File: config.mk
export PLATFORM = sky130hd
export DESIGN_NAME = fifo_ctrl_flat
export DESIGN_NICKNAME = d
export VERILOG_FILES = /design/src/rtl/fifo_pkg.sv /design/src/rtl/fifo_ctrl_if.sv /design/src/rtl/ptr_ctr.sv /design/src/rtl/fifo_ctrl.sv /design/src/flat_wrapper.sv
export SDC_FILE = /design/constraint.sdc
export NUM_CORES = 1
export LEC_CHECK = 0
export ABC_AREA = 0
export BUFFER_PORTS_ARGS = -buffer_cell sky130_fd_sc_hd__buf_2
export CAP_MARGIN = 20
export CORE_MARGIN = 3
export CORE_UTILIZATION = 45
export CTS_CLUSTER_SIZE = 10
export DETAILED_ROUTE_END_ITERATION = 12
export PLACE_DENSITY_LB_ADDON = 0.2
export SLEW_MARGIN = 20
export SYNTH_ARGS = -nofsm -noshare
export SYNTH_HDL_FRONTEND = slang
export SYNTH_HIERARCHICAL = 1
export SYNTH_SLANG_ARGS = --single-unit
File: constraint.sdc
create_clock -name clk -period 2.5 [get_ports clk]
set_input_delay 0.25 -clock clk [delete_from_list [all_inputs] [get_ports clk]]
set_output_delay 0.25 -clock clk [all_outputs]
set_load 0.02 [all_outputs]
File: src/rtl/fifo_pkg.sv
// Shared definitions for the FIFO control slice: sizing and FSM state encoding.
package fifo_pkg;

  localparam int DEPTH = 4;          // number of FIFO entries, power of two
  localparam int PTR_W = 2;          // log2(DEPTH)
  localparam int CNT_W = PTR_W + 1;  // occupancy 0..DEPTH

  typedef enum logic [1:0] {
    EMPTY   = 2'b00,
    PARTIAL = 2'b01,
    FULL    = 2'b10
  } fifo_state_e;

endpackage

File: src/rtl/fifo_ctrl_if.sv
// Handshake/status bundle between the FIFO top level and fifo_ctrl.
interface fifo_ctrl_if;
  import fifo_pkg::*;

  logic             push;
  logic             pop;
  logic [PTR_W-1:0] write_ptr;
  logic [PTR_W-1:0] read_ptr;
  logic             data_in_valid;
  logic             fifo_full;
  logic             fifo_empty;
  logic             data_out_valid;
  logic [CNT_W-1:0] count;
  logic             err;

  // Requester side: issues push/pop, observes pointers and status.
  modport master (
    output push, pop,
    input  write_ptr, read_ptr, data_in_valid, fifo_full,
    input  fifo_empty, data_out_valid, count, err
  );

  // Controller side: consumes push/pop, owns pointers and status.
  modport slave (
    input  push, pop,
    output write_ptr, read_ptr, data_in_valid, fifo_full,
    output fifo_empty, data_out_valid, count, err
  );

endinterface

File: src/rtl/ptr_ctr.sv
// Wrapping pointer counter; wraps naturally because DEPTH is a power of two.
module ptr_ctr #(
  parameter int W = 2
) (
  input  logic         clk,
  input  logic         rst,     // asynchronous, active-low
  input  logic         en_i,
  output logic [W-1:0] ptr_o
);

  logic [W-1:0] ptr_q;
  logic [W-1:0] ptr_d;

  // Advance by one on enable, otherwise hold.
  always_comb begin
    ptr_d = ptr_q;
    if (en_i) begin
      ptr_d = ptr_q + W'(1);
    end else begin
      ptr_d = ptr_q;
    end
  end

  // Pointer register with asynchronous clear.
  always_ff @(posedge clk or negedge rst) begin
    if (!rst) begin
      ptr_q <= {W{1'b0}};
    end else begin
      ptr_q <= ptr_d;
    end
  end

  assign ptr_o = ptr_q;

endmodule

File: src/rtl/fifo_ctrl.sv
// FIFO control: pointers, occupancy, full/empty state and error pulse.
// Sizing comes from fifo_pkg. Acceptance is judged on the registered
// status flags only, so pop never combinationally affects push acceptance.
module fifo_ctrl
  import fifo_pkg::*;
(
  input  logic        clk,
  input  logic        rst,   // asynchronous, active-low
  fifo_ctrl_if.slave  bus
);

  fifo_state_e      state_q;
  logic [CNT_W-1:0] count_q;
  logic [CNT_W-1:0] count_d;
  logic             err_q;
  logic             err_d;
  logic             full_s;
  logic             empty_s;
  logic             push_ok_s;
  logic             pop_ok_s;
  logic [PTR_W-1:0] wr_ptr_s;
  logic [PTR_W-1:0] rd_ptr_s;

  // Status flags are decoded from the state register, not from pointers.
  assign full_s    = (state_q == FULL);
  assign empty_s   = (state_q == EMPTY);
  assign push_ok_s = bus.push & ~full_s;
  assign pop_ok_s  = bus.pop  & ~empty_s;

  // Next occupancy and error pulse from the accepted/rejected requests.
  always_comb begin
    count_d = count_q;
    err_d   = (bus.push & full_s) | (bus.pop & empty_s);
    if (push_ok_s && !pop_ok_s) begin
      count_d = count_q + CNT_W'(1);
    end else if (pop_ok_s && !push_ok_s) begin
      count_d = count_q - CNT_W'(1);
    end else begin
      count_d = count_q;
    end
  end

  // Occupancy FSM with registered count and error outputs.
  always_ff @(posedge clk or negedge rst) begin
    if (!rst) begin
      state_q <= EMPTY;
      count_q <= {CNT_W{1'b0}};
      err_q   <= 1'b0;
    end else begin
      count_q <= count_d;
      err_q   <= err_d;
      case (state_q)
        EMPTY: begin
          if (push_ok_s) begin
            state_q <= PARTIAL;
          end else begin
            state_q <= EMPTY;
          end
        end
        PARTIAL: begin
          if (count_d == CNT_W'(DEPTH)) begin
            state_q <= FULL;
          end else if (count_d == {CNT_W{1'b0}}) begin
            state_q <= EMPTY;
          end else begin
            state_q <= PARTIAL;
          end
        end
        FULL: begin
          if (pop_ok_s) begin
            state_q <= PARTIAL;
          end else begin
            state_q <= FULL;
          end
        end
        default: begin
          state_q <= EMPTY;
        end
      endcase
    end
  end

  ptr_ctr #(.W(PTR_W)) u_wr_ptr (
    .clk   (clk),
    .rst   (rst),
    .en_i  (push_ok_s),
    .ptr_o (wr_ptr_s)
  );

  ptr_ctr #(.W(PTR_W)) u_rd_ptr (
    .clk   (clk),
    .rst   (rst),
    .en_i  (pop_ok_s),
    .ptr_o (rd_ptr_s)
  );

  assign bus.write_ptr      = wr_ptr_s;
  assign bus.read_ptr       = rd_ptr_s;
  assign bus.data_in_valid  = push_ok_s;
  assign bus.fifo_full      = full_s;
  assign bus.fifo_empty     = empty_s;
  assign bus.data_out_valid = ~empty_s;
  assign bus.count          = count_q;
  assign bus.err            = err_q;

endmodule

File: src/flat_wrapper.sv
// flat-port wrapper written by rule: the top's interface ports become plain ports
module fifo_ctrl_flat import fifo_pkg::*;
  (clk, rst, bus_push, bus_pop, bus_write_ptr, bus_read_ptr, bus_data_in_valid, bus_fifo_full, bus_fifo_empty, bus_data_out_valid, bus_count, bus_err);
  fifo_ctrl_if bus_i ();
  input  logic clk;
  input  logic rst;
  input wire logic [$bits(bus_i.push)-1:0] bus_push;
  input wire logic [$bits(bus_i.pop)-1:0] bus_pop;
  output wire logic [$bits(bus_i.write_ptr)-1:0] bus_write_ptr;
  output wire logic [$bits(bus_i.read_ptr)-1:0] bus_read_ptr;
  output wire logic [$bits(bus_i.data_in_valid)-1:0] bus_data_in_valid;
  output wire logic [$bits(bus_i.fifo_full)-1:0] bus_fifo_full;
  output wire logic [$bits(bus_i.fifo_empty)-1:0] bus_fifo_empty;
  output wire logic [$bits(bus_i.data_out_valid)-1:0] bus_data_out_valid;
  output wire logic [$bits(bus_i.count)-1:0] bus_count;
  output wire logic [$bits(bus_i.err)-1:0] bus_err;
  assign bus_i.push = bus_push;
  assign bus_i.pop = bus_pop;
  assign bus_write_ptr = bus_i.write_ptr;
  assign bus_read_ptr = bus_i.read_ptr;
  assign bus_data_in_valid = bus_i.data_in_valid;
  assign bus_fifo_full = bus_i.fifo_full;
  assign bus_fifo_empty = bus_i.fifo_empty;
  assign bus_data_out_valid = bus_i.data_out_valid;
  assign bus_count = bus_i.count;
  assign bus_err = bus_i.err;
  fifo_ctrl u_core (.clk(clk), .rst(rst), .bus(bus_i));
endmodule
# [After elaboration in Yosys (flattened, before gate mapping)]
# Index checks and enable logic that the tools add are counted.
[word_totals] regBits=10 latchBits=0 mem_bits_rw=0 mem_bits_ro=0 elab_cells=32 n_memories=0
[classes] n_addsub=4 n_mul=0 div_mod_pow=0 n_lt_le_gt_ge=0 n_eq_ne=3 shift=0 mux=7 n_bitwise=7 n_reduce_logical=6
[op_table] cell="$mux W3" n=2
[op_table] cell="$pmux W2 S3" n=1
[op_table] cell="$add A2 B1 Y2 const B" n=2
[op_table] cell="$and A1 B1 Y1" n=4
[op_table] cell="$mux W2" n=2
[op_table] cell="$add A3 B1 Y3 const B" n=1
[op_table] cell="$eq A3 B3 Y1 const B" n=1
[op_table] cell="$logic_not A3 Y1" n=1
[op_table] cell="$sub A3 B1 Y3 const B" n=1
[op_table] cell="$eq A2 B1 Y1 const B" n=1
[op_table] cell="$eq A2 B2 Y1 const B" n=1
[op_table] cell="$logic_and A1 B1 Y1" n=2
[op_table] cell="$logic_not A1 Y1" n=2
[op_table] cell="$logic_not A2 Y1" n=1
[op_table] cell="$mux W1" n=2
[op_table] cell="$not A1 Y1" n=2
[op_table] cell="$or A1 B1 Y1" n=1

# [Depth between registers and ports, before layout]
[depth] depth_word=11 mapped_depth=6 depth_no_buf=6

# [Cells and area by module]
# Netlist, hierarchy kept.
[by_module_without_submodules] module="fifo_ctrl" instances=1 cells_per_inst=61 area_per_inst_um2=505.5 seq_area_each_um2=150.1
[by_module_without_submodules] module="ptr_ctr" instances=2 cells_per_inst=5 area_per_inst_um2=71.3 seq_area_each_um2=50.0

# [Worst setup path before layout]
# No wires, ideal clock.
[synth_path] path_type="flip-flop to flip-flop" startpoint="register u_core.count_q[0], in the netlist u_core/bus.count[0]" endpoint="register u_core.state_q[1]" arrival_ns=1.873 path_slack_ns=0.562 stages_incl_launch_ff=7 period_less_slack_ns=1.938 path_cell_list="dfrtp_1 > inv_1 > ha_1 > or3b_1 > a211oi_1 > o32a_1 > o21a_1"
[synth_via] elab_chain_len=6 word_cells_on_any_way=7
[synth_rtl] item="start, declared" line="fifo_ctrl.sv:13" source="logic [CNT_W-1:0] count_q;"
[synth_rtl] item="start signal, assigned" line="fifo_ctrl.sv:47" source="count_q <= {CNT_W{1'b0}};"
[synth_rtl] item="start signal, assigned" line="fifo_ctrl.sv:50" source="count_q <= count_d;"
[synth_rtl] item="$sub A3 B1 Y3" line="fifo_ctrl.sv:37" source="count_d = count_q - CNT_W'(1);"
[synth_rtl] item="$mux W3" line="fifo_ctrl.sv:36" source="end else if (pop_ok_s && !push_ok_s) begin"
[synth_rtl] item="$mux W3 (*)" line="fifo_ctrl.sv:34" source="if (push_ok_s && !pop_ok_s) begin"
[synth_rtl] item="$eq A3 B3 Y1 (*)" line="fifo_ctrl.sv:61" source="if (count_d == CNT_W'(DEPTH)) begin"
[synth_rtl] item="$mux W2 (*)" line="fifo_ctrl.sv:61"
[synth_rtl] item="$pmux W2 S3 (*)" line="fifo_ctrl.sv:52" source="case (state_q)"
[synth_rtl] item="end signal, assigned" line="fifo_ctrl.sv:55" source="state_q <= PARTIAL;"
[synth_rtl] item="end signal, assigned" line="fifo_ctrl.sv:62" source="state_q <= FULL;"
[synth_rtl] item="end signal, assigned" line="fifo_ctrl.sv:64" source="state_q <= EMPTY;"
[synth_rtl] item="end, declared" line="fifo_ctrl.sv:12" source="fifo_state_e state_q;"
# Every way passes the cells marked *; elsewhere a longest branch is shown, timed or not.
# A chain may end at the register's enable or synchronous reset.

# [Worst setup path after layout]
# Ends and elaborated chain as after synthesis.

==> results list <==
* DRC Markers: 0
* Overflow left after global routing: 0
- The max-slew violation count is 0.
- Routability-driven placement finished with a final weighted congestion of 0.829.
* Area leader, netlist: sky130_fd_sc_hd__dfrtp_1
- The repair_antennas step left the layout with diodes totalling 0.
- In this run the tightest slew margin relative to its limit is 0.756.
- Total of fill cells in the finished design: 126
* Distinct cell type count after synthesis: 33
* Leading cell type in the layout, fill and taps excluded: sky130_fd_sc_hd__buf_2
- Min Tclk post-route: 1.95 ns
- The top cell types in the final layout, fill and taps aside, are sky130_fd_sc_hd__buf_2 (15), sky130_fd_sc_hd__dfrtp_1 (10), sky130_fd_sc_hd__nand2_1 (8).
* Number of DRC markers in iteration 0: 12
* Max Clock Skew: 0.00399 ns
* Initial Util: 0.486
* Antenna violations before repair: 0
- The worst-case IR drop observed on VDD is 0.601 mV.
- Clk sink count: 10
- Total via count after detailed routing: 562
- Arrival time worst endpoint: 2.16 ns
* Post-layout worst setup margin: 0.550 ns
- Power density over the cells: 1380 nW/um^2
- In the global route stage, met2 resource usage came out at 0.244.
* Remaining antenna violation count after routing: 0
- In this run the number of H-tree levels came out at 1.
- The synthesized netlist occupies a cell area of 648 sq um.
* # IOs: 16
* Nets in the synthesized netlist: 77
- Sequential share of the synthesized area: 0.386
* Clock Power Share: 0.105
- Setup total negative slack on the finished layout was measured at 0 ns.
* Most congested layer reported by global routing: met2
* Combinational share of power: 0.565
- Pin count of the biggest net entering global routing: 19
- The run finished with clean final reports.
- Top post-synthesis cells by area: sky130_fd_sc_hd__dfrtp_1 (39%), sky130_fd_sc_hd__xnor2_1 (5.4%), sky130_fd_sc_hd__nand2_1 (4.6%)
* Clock slew at reported path FFs: 0.06 ns
- The clock passes through at most 2 buffers.
* Final core occ: 0.566
- Summing all multi-input logic gate instances after layout gives 363 sq um.
* Share of layout cells above drive strength 1: 0.233
* Register bit count reported by yosys: 10
- Number of global-route vias before repair: 500
- Number of setup buffers added after CTS: 0
* Placed wire-length estimate: 979 microns
* Final critical-path share of the clock period: 0.780
- Number of warnings reported in the yosys synthesis log: 6
- TritonCTS built the clock tree.
- Max-cap violations in this run came to 0.
- Overall power consumption after layout is estimated at 1040 uW.
* Clock latency on the worst-skew pair: 0.27 ns
- Area Overhead vs Synth: 16.4%
- Max Clk Rate: 513 MHz
* Mean routed wirelength per cell: 13.3 microns
- Using the TritonRoute via totals, the vias-per-cell ratio works out to 5.56.
- Of all nets on the critical path, the largest fanout is 7.
- After clock tree synthesis, the flow added hold-fix buffers numbering 1.
- Final Hold Violating Endpoints: 0
- Each instance of the synthesized netlist takes up on average 9.13 sq um.
- Worst-Margin Slew: 0.361 ns
- Count of standard-cell rows: 13
- After the last flow step, the layout net total stands at 94.
- Of the total power, the share spent switching nets is 0.479.
- Sequential cell area: 250 sq um
* Die extent in y: 44.0 microns
* Kind of critical path: flop to flop
- The analysis attributes to net switching a power of 499 uW.
- Port buffering added 15 buffers.
- Min-delay worst type: input pin to asynchronous set/reset pin
- For this run, global-route usage on met1 was measured as 0.222.
* Instance count of the mapped netlist: 71
- Setup repair after global routing left no endpoint under its margin.
* Fraction of synthesized cell area taken by the top area cell type: 0.386
- Post-Route WL: 1.34 mm
- Die footprint: 1930 sq um
- Total CTS buffers: 3
- The root buffer cell chosen for the clock tree is sky130_fd_sc_hd__clkbuf_4.
- Internal power consumption: 542 uW
* Static Leak: 0.000357 uW
- Detailed Routing Iterations Pass 1: 4
- Category of the worst setup path launch point: flop
- In the global route stage, met3 resource usage came out at 0.0498.
- Reg power frac: 0.330
- The first global-routing pass estimated 2.30 mm of wire.
- Count of cells resized by post-cts repair: 0
- Capturing element type of the critical path: flop
- Minimum setup slack after placement: 0.583 ns
* Global-route usage over all layers: 0.163
* Placeable Area: 1330 sq um
* Setup violation total in the final timing report: 0
- Required time of the critical path: 2.71 ns
- From left edge to right edge, the die measures 44.0 microns.
-- state kept, by name, summed over array words and instances (netlist names) --
register / flops
u_core/u_rd_ptr/ptr_o: 2
u_core/bus.count: 3
u_core/state_q: 2
u_core/u_wr_ptr/ptr_o: 2
u_core/bus.err: 1
-- metal layers --
metal	routed length (microns)	vias up
met5	0	-
met1	593	263
li1	-	279
met2	637	18
met4	12	0
met3	95	2
-- layout make-up --
type | count | share of cell area
tap | 15 | 0.0249
inverter | 4 | 0.0199
sequential | 10 | 0.332
clock buffer | 3 | 0.0299
multi-input combinational | 53 | 0.481
timing repair buffer | 16 | 0.113
-- logic make-up (layout without fill, tap and decap cells) --
group	after synthesis	count (layout)	share of synthesized area
compound gates	16	16	0.176
buf+inv	8	23	0.0540
flops	10	10	0.386
simple gates	26	26	0.218
fa+ha+maj	2	2	0.0386
mux	2	2	0.0328
xor+xnor	7	7	0.0946
-- cell usage after synthesis (all sizes together) --
cell,n
o21a,1
nand3,1
nor2,4
nand2b,4
nor3,1
a31oi,1
clkbuf,2
a311oi,1
nor3b,1
xnor2,4
mux2,1
o211ai,1
o21ai,2
a211oi,2
ha,2
a211o,1
o32a,1
and2,1
or3b,2
a22oi,1
nand2,8
buf,2
a31o,1
inv,4
mux2i,1
o41ai,1
and4b,1
xor2,3
a21oi,3
nor2b,2
dfrtp,10
nand3b,1
-- worst max-delay path, stage by stage, from the launching register on --
cell                       delay (ns)
sky130_fd_sc_hd__dfrtp_1         0.45
sky130_fd_sc_hd__inv_1           0.14
sky130_fd_sc_hd__ha_1            0.40
sky130_fd_sc_hd__or3b_1          0.39
sky130_fd_sc_hd__a211oi_1        0.24
sky130_fd_sc_hd__o32a_1          0.17
sky130_fd_sc_hd__o21a_1          0.11
-- power groups by stage --
stage | Sequential (uW) | Clock [uW] | Combinational (uW)
2_1_floorplan | 398 | 0 | 369
3_3_place_gp | 346 | 0 | 575
3_5_place_dp | 346 | 0 | 587
4_1_cts | 344 | 113 | 590
5_1_grt | 361 | 122 | 652
6_report | 343 | 110 | 588
-- stage by stage --
| stage | instances | area, sq um | hold slack (ns) |
|---|---|---|---|
| detailed placement | 97 | 722 | 0.126 |
| CTS | 101 | 754 | 0.374 |
| global route | 101 | 754 | 0.394 |
| global placement | 97 | 722 | 0.124 |
| finish | 101 | 754 | 0.373 |
| floorplan | 71 | 648 | -0.0456 |
-- final timing paths --
| kind | endpoint | slack [ns] | cells after the start | start |
|---|---|---|---|---|
| worst max register to register | u_core/state_q[1] | 0.55 | 6 | u_core/bus.count[0] |
| worst min register to register | u_core/u_wr_ptr/ptr_o[1] | 0.47 | 1 | u_core/u_wr_ptr/ptr_o[1] |
| worst max-delay path | u_core/state_q[1] | 0.55 | 6 | u_core/bus.count[0] |
| max in group asynchronous | u_core/u_wr_ptr/ptr_o[0] | 1.92 | 2 | rst |
| min in group clk | u_core/bus.err | 0.41 | 3 | bus_push |
| worst min-delay path | u_core/bus.count[2] | 0.37 | 2 | rst |
Note: power is estimated with default switching activity, not from simulation.
